--- src/rtl/pipe_reg.sv ---
// Fixed-latency pipeline register: STAGES back-to-back WIDTH-bit flops between in and out.
// All stages clear to RESET_VALUE asynchronously while rst is low.
module pipe_reg #(
   parameter int                 WIDTH       = 32,
   parameter int                 STAGES      = 1,
   parameter logic [0:WIDTH-1]   RESET_VALUE = '0
) (
   output logic [0:WIDTH-1] out,
   input  logic [0:WIDTH-1] in,
   input  logic             clk,
   input  logic             rst
);

   generate
      if (STAGES < 1) begin : g_bad_stages
         $error("pipe_reg: STAGES must be >= 1");
      end
   endgenerate

   logic [0:WIDTH-1] r_stage [STAGES];

   always_ff @(posedge clk or negedge rst) begin
      if (!rst) begin
         for (int k = 0; k < STAGES; k++) begin
            r_stage[k] <= RESET_VALUE;
         end
      end else begin
         r_stage[0] <= in;
         for (int k = 1; k < STAGES; k++) begin
            r_stage[k] <= r_stage[k-1];
         end
      end
   end

   // out comes straight from the last flop so there is no in-to-out combinational path
   assign out = r_stage[STAGES-1];

endmodule

--- config.mk ---
export PLATFORM = sky130hd
export DESIGN_NAME = pipe_reg
export DESIGN_NICKNAME = d
export VERILOG_FILES = /design/src/rtl/pipe_reg.sv
export SDC_FILE = /design/constraint.sdc
export NUM_CORES = 1
export LEC_CHECK = 0
export ABC_AREA = 1
export CAP_MARGIN = 20
export CORE_UTILIZATION = 31
export DETAILED_ROUTE_END_ITERATION = 12
export PLACE_DENSITY = 0.81
export RECOVER_POWER = 100
export SKIP_LAST_GASP = 1
export SLEW_MARGIN = 15
export SYNTH_ARGS = -nofsm -noshare
export SYNTH_HDL_FRONTEND = slang
export SYNTH_SLANG_ARGS = --single-unit
--- constraint.sdc ---
create_clock -name clk -period 0.8 [get_ports clk]
set_input_delay 0.08 -clock clk [delete_from_list [all_inputs] [get_ports clk]]
set_output_delay 0.08 -clock clk [all_outputs]
set_load 0.01 [all_outputs]
==> run_results.csv <==
group,metric,value,unit
placement,numPortBuffers,65,
layout,area_growth,74.2,%
logic_synthesis,syn-cell-area,801,um2
timing,hold_viol,0,
timing,clock.fmax,1090,MHz
logic_synthesis,netlist.area_leader.share,100,%
layout,largest_reg_flops,32,
timing,holdWs,254,ps
cts,cts_sinks,32,
critical_path,path_buf_inv,1,
timing,fin_crit_sh,115,%
layout,layout_commonest_cell,"dlygate4sd3_1",
critical_path,path_max_fanout,1,
status,violations,"design-rule violations, negative setup slack",
cts,root_buffer,"clkbuf_4",
drt,vias_per_cell,4.11,
layout,nFillCells,208,
critical_path,cpPeakStageDelay,380,ps
critical_path,arrival,840,ps
layout,diodes,0,
grt,grt_overflow,0,
logic_synthesis,synth_warnings,0,
critical_path,required,720,ps
logic_synthesis,synth_area_leaders,"dfrtp_1",
timing,fin_crit,917,ps
placement,pre_cts_ws,-139,ps
timing,slew_headroom,72.9,%
logic_synthesis,syn_nets,66,
logic_synthesis,avgSynthCellArea,25.0,um2
drt,routed_wirelength,1720,um
floorplan,row_count,18,
critical_path,critPathLaunchType,"flop",
grt,antenna_found_initial,0,
layout,fin_util,56.8,%
job,max-cap-violations,0,
timing,setup_ws,-117,ps
hold_path,hold_class,"input port to asynchronous set/reset pin",
floorplan,die_h,52.8,um
pwr,cellPowerDensity,2090,nW/um2
logic_synthesis,ys_ff_latch,32,
drt,ant_nets,0,
critical_path,crit_type,"flop to primary output",
timing,drv_slew,0,
floorplan,die_w,52.8,um
placement,hpwl,1290,um
cts,h-tree-depth,2,
placement,gp_congestion,0.612,
pwr,total_leakage_power,0.674,nW
drt,drt_iter0_markers,2,
cts,hold_buffers,0,
critical_path,critPathSlowestCell,"dfrtp_1",
critical_path,path_cells,"buf_2",
floorplan,core_area,2450,um2
status,status,"finished, violations left",
timing,worst_pin_slew,406,ps
pwr,ir_drop,0.00149,V
logic_synthesis,yosysSeqAreaShare,100,%
timing,rsz0062_at_grt,"true",
grt,grt_pass1_vias,574,
logic_synthesis,yosysUniqueCellTypes,1,
drt,first_pass_iters,7,
cts,cts_buffer_depth,2,
cts,cts_tree,"yes",
logic_synthesis,synth.largest_area_cell,"dfrtp_1",
critical_path,crit_family,"flip-flops",
drt,wl_per_cell,12.6,um
floorplan,ioPinCount,66,
grt,gr-usage-all-layers,14.6,%
layout,final_cell_mix,"dlygate4sd3_1, dfrtp_1, buf_2",
pwr,power,2.91,mW
timing,setup_violations,32,
cts,numCtsBuffers,5,
grt,grt_max_degree,33,
cts,clk_pin_slew,90,ps
logic_synthesis,synthCells,32,
critical_path,end_kind,"primary output",
drt,vias,559,
layout,drive_above_1_share,36.8,%
drt,remaining_drc_errors,1,
floorplan,start_util,32.6,%
layout,multi_input_area,0,um2
layout,nNetsFinal,139,
layout,multi_input_gates,0,
floorplan,die-area,2790,um2
grt,grt_pass1_wl,2460,um
-- power by group --
group,switching (mW),internal (mW)
sequential,0.0198,1.70
clock,0.477,0.433
combinational,0.123,0.165
-- worst paths after layout --
check,depth (start not counted),start,end
worst min-delay path,2,rst,out[2]$_DFF_PN0_
max in group asynchronous,2,rst,out[27]$_DFF_PN0_
min in group clk,1,in[9],out[9]$_DFF_PN0_
worst max-delay path,1,out[11]$_DFF_PN0_,out[11]
-- layer usage --
layer / GRT usage (%) / vias up / share of wire (%)
met5: 0 / - / 0
met3: 6.09 / 4 / 11
met2: 23.8 / 40 / 54
li1: - / 243 / -
met4: 15.8 / 0 / 2.0
met1: 12.4 / 272 / 33
-- logic make-up (layout without fill, tap and decap cells) --
family	Yosys count	in the layout	synth area share, %
buffers and inverters	0	74	0
flip-flops	32	32	100
-- stage by stage --
step | cells | instance area, um2 | setup TNS, ps
final | 136 | 1400 | -3150
after global routing | 136 | 1400 | -4630
after CTS | 136 | 1410 | -4000
after detailed placement | 128 | 1510 | -3650
after global placement | 128 | 1510 | -3390
after floorplan | 32 | 801 | 0
-- synthesized netlist by cell type --
library cell	instances
dfrtp_1	32
-- layout make-up --
type,instances,area (um2),share of cell area (%)
sequential,32,801,57.4
timing repair buffer,66,498,35.7
clock buffer,8,58.8,4.22
tap,30,37.5,2.69
-- repair_timing --
item | CTS | global route
resized for setup | 128 | 0
endpoints found under the setup margin | 32 | 32
setup buffers | 0 | 0
No activity file was read; power rests on OpenSTA's default activity.
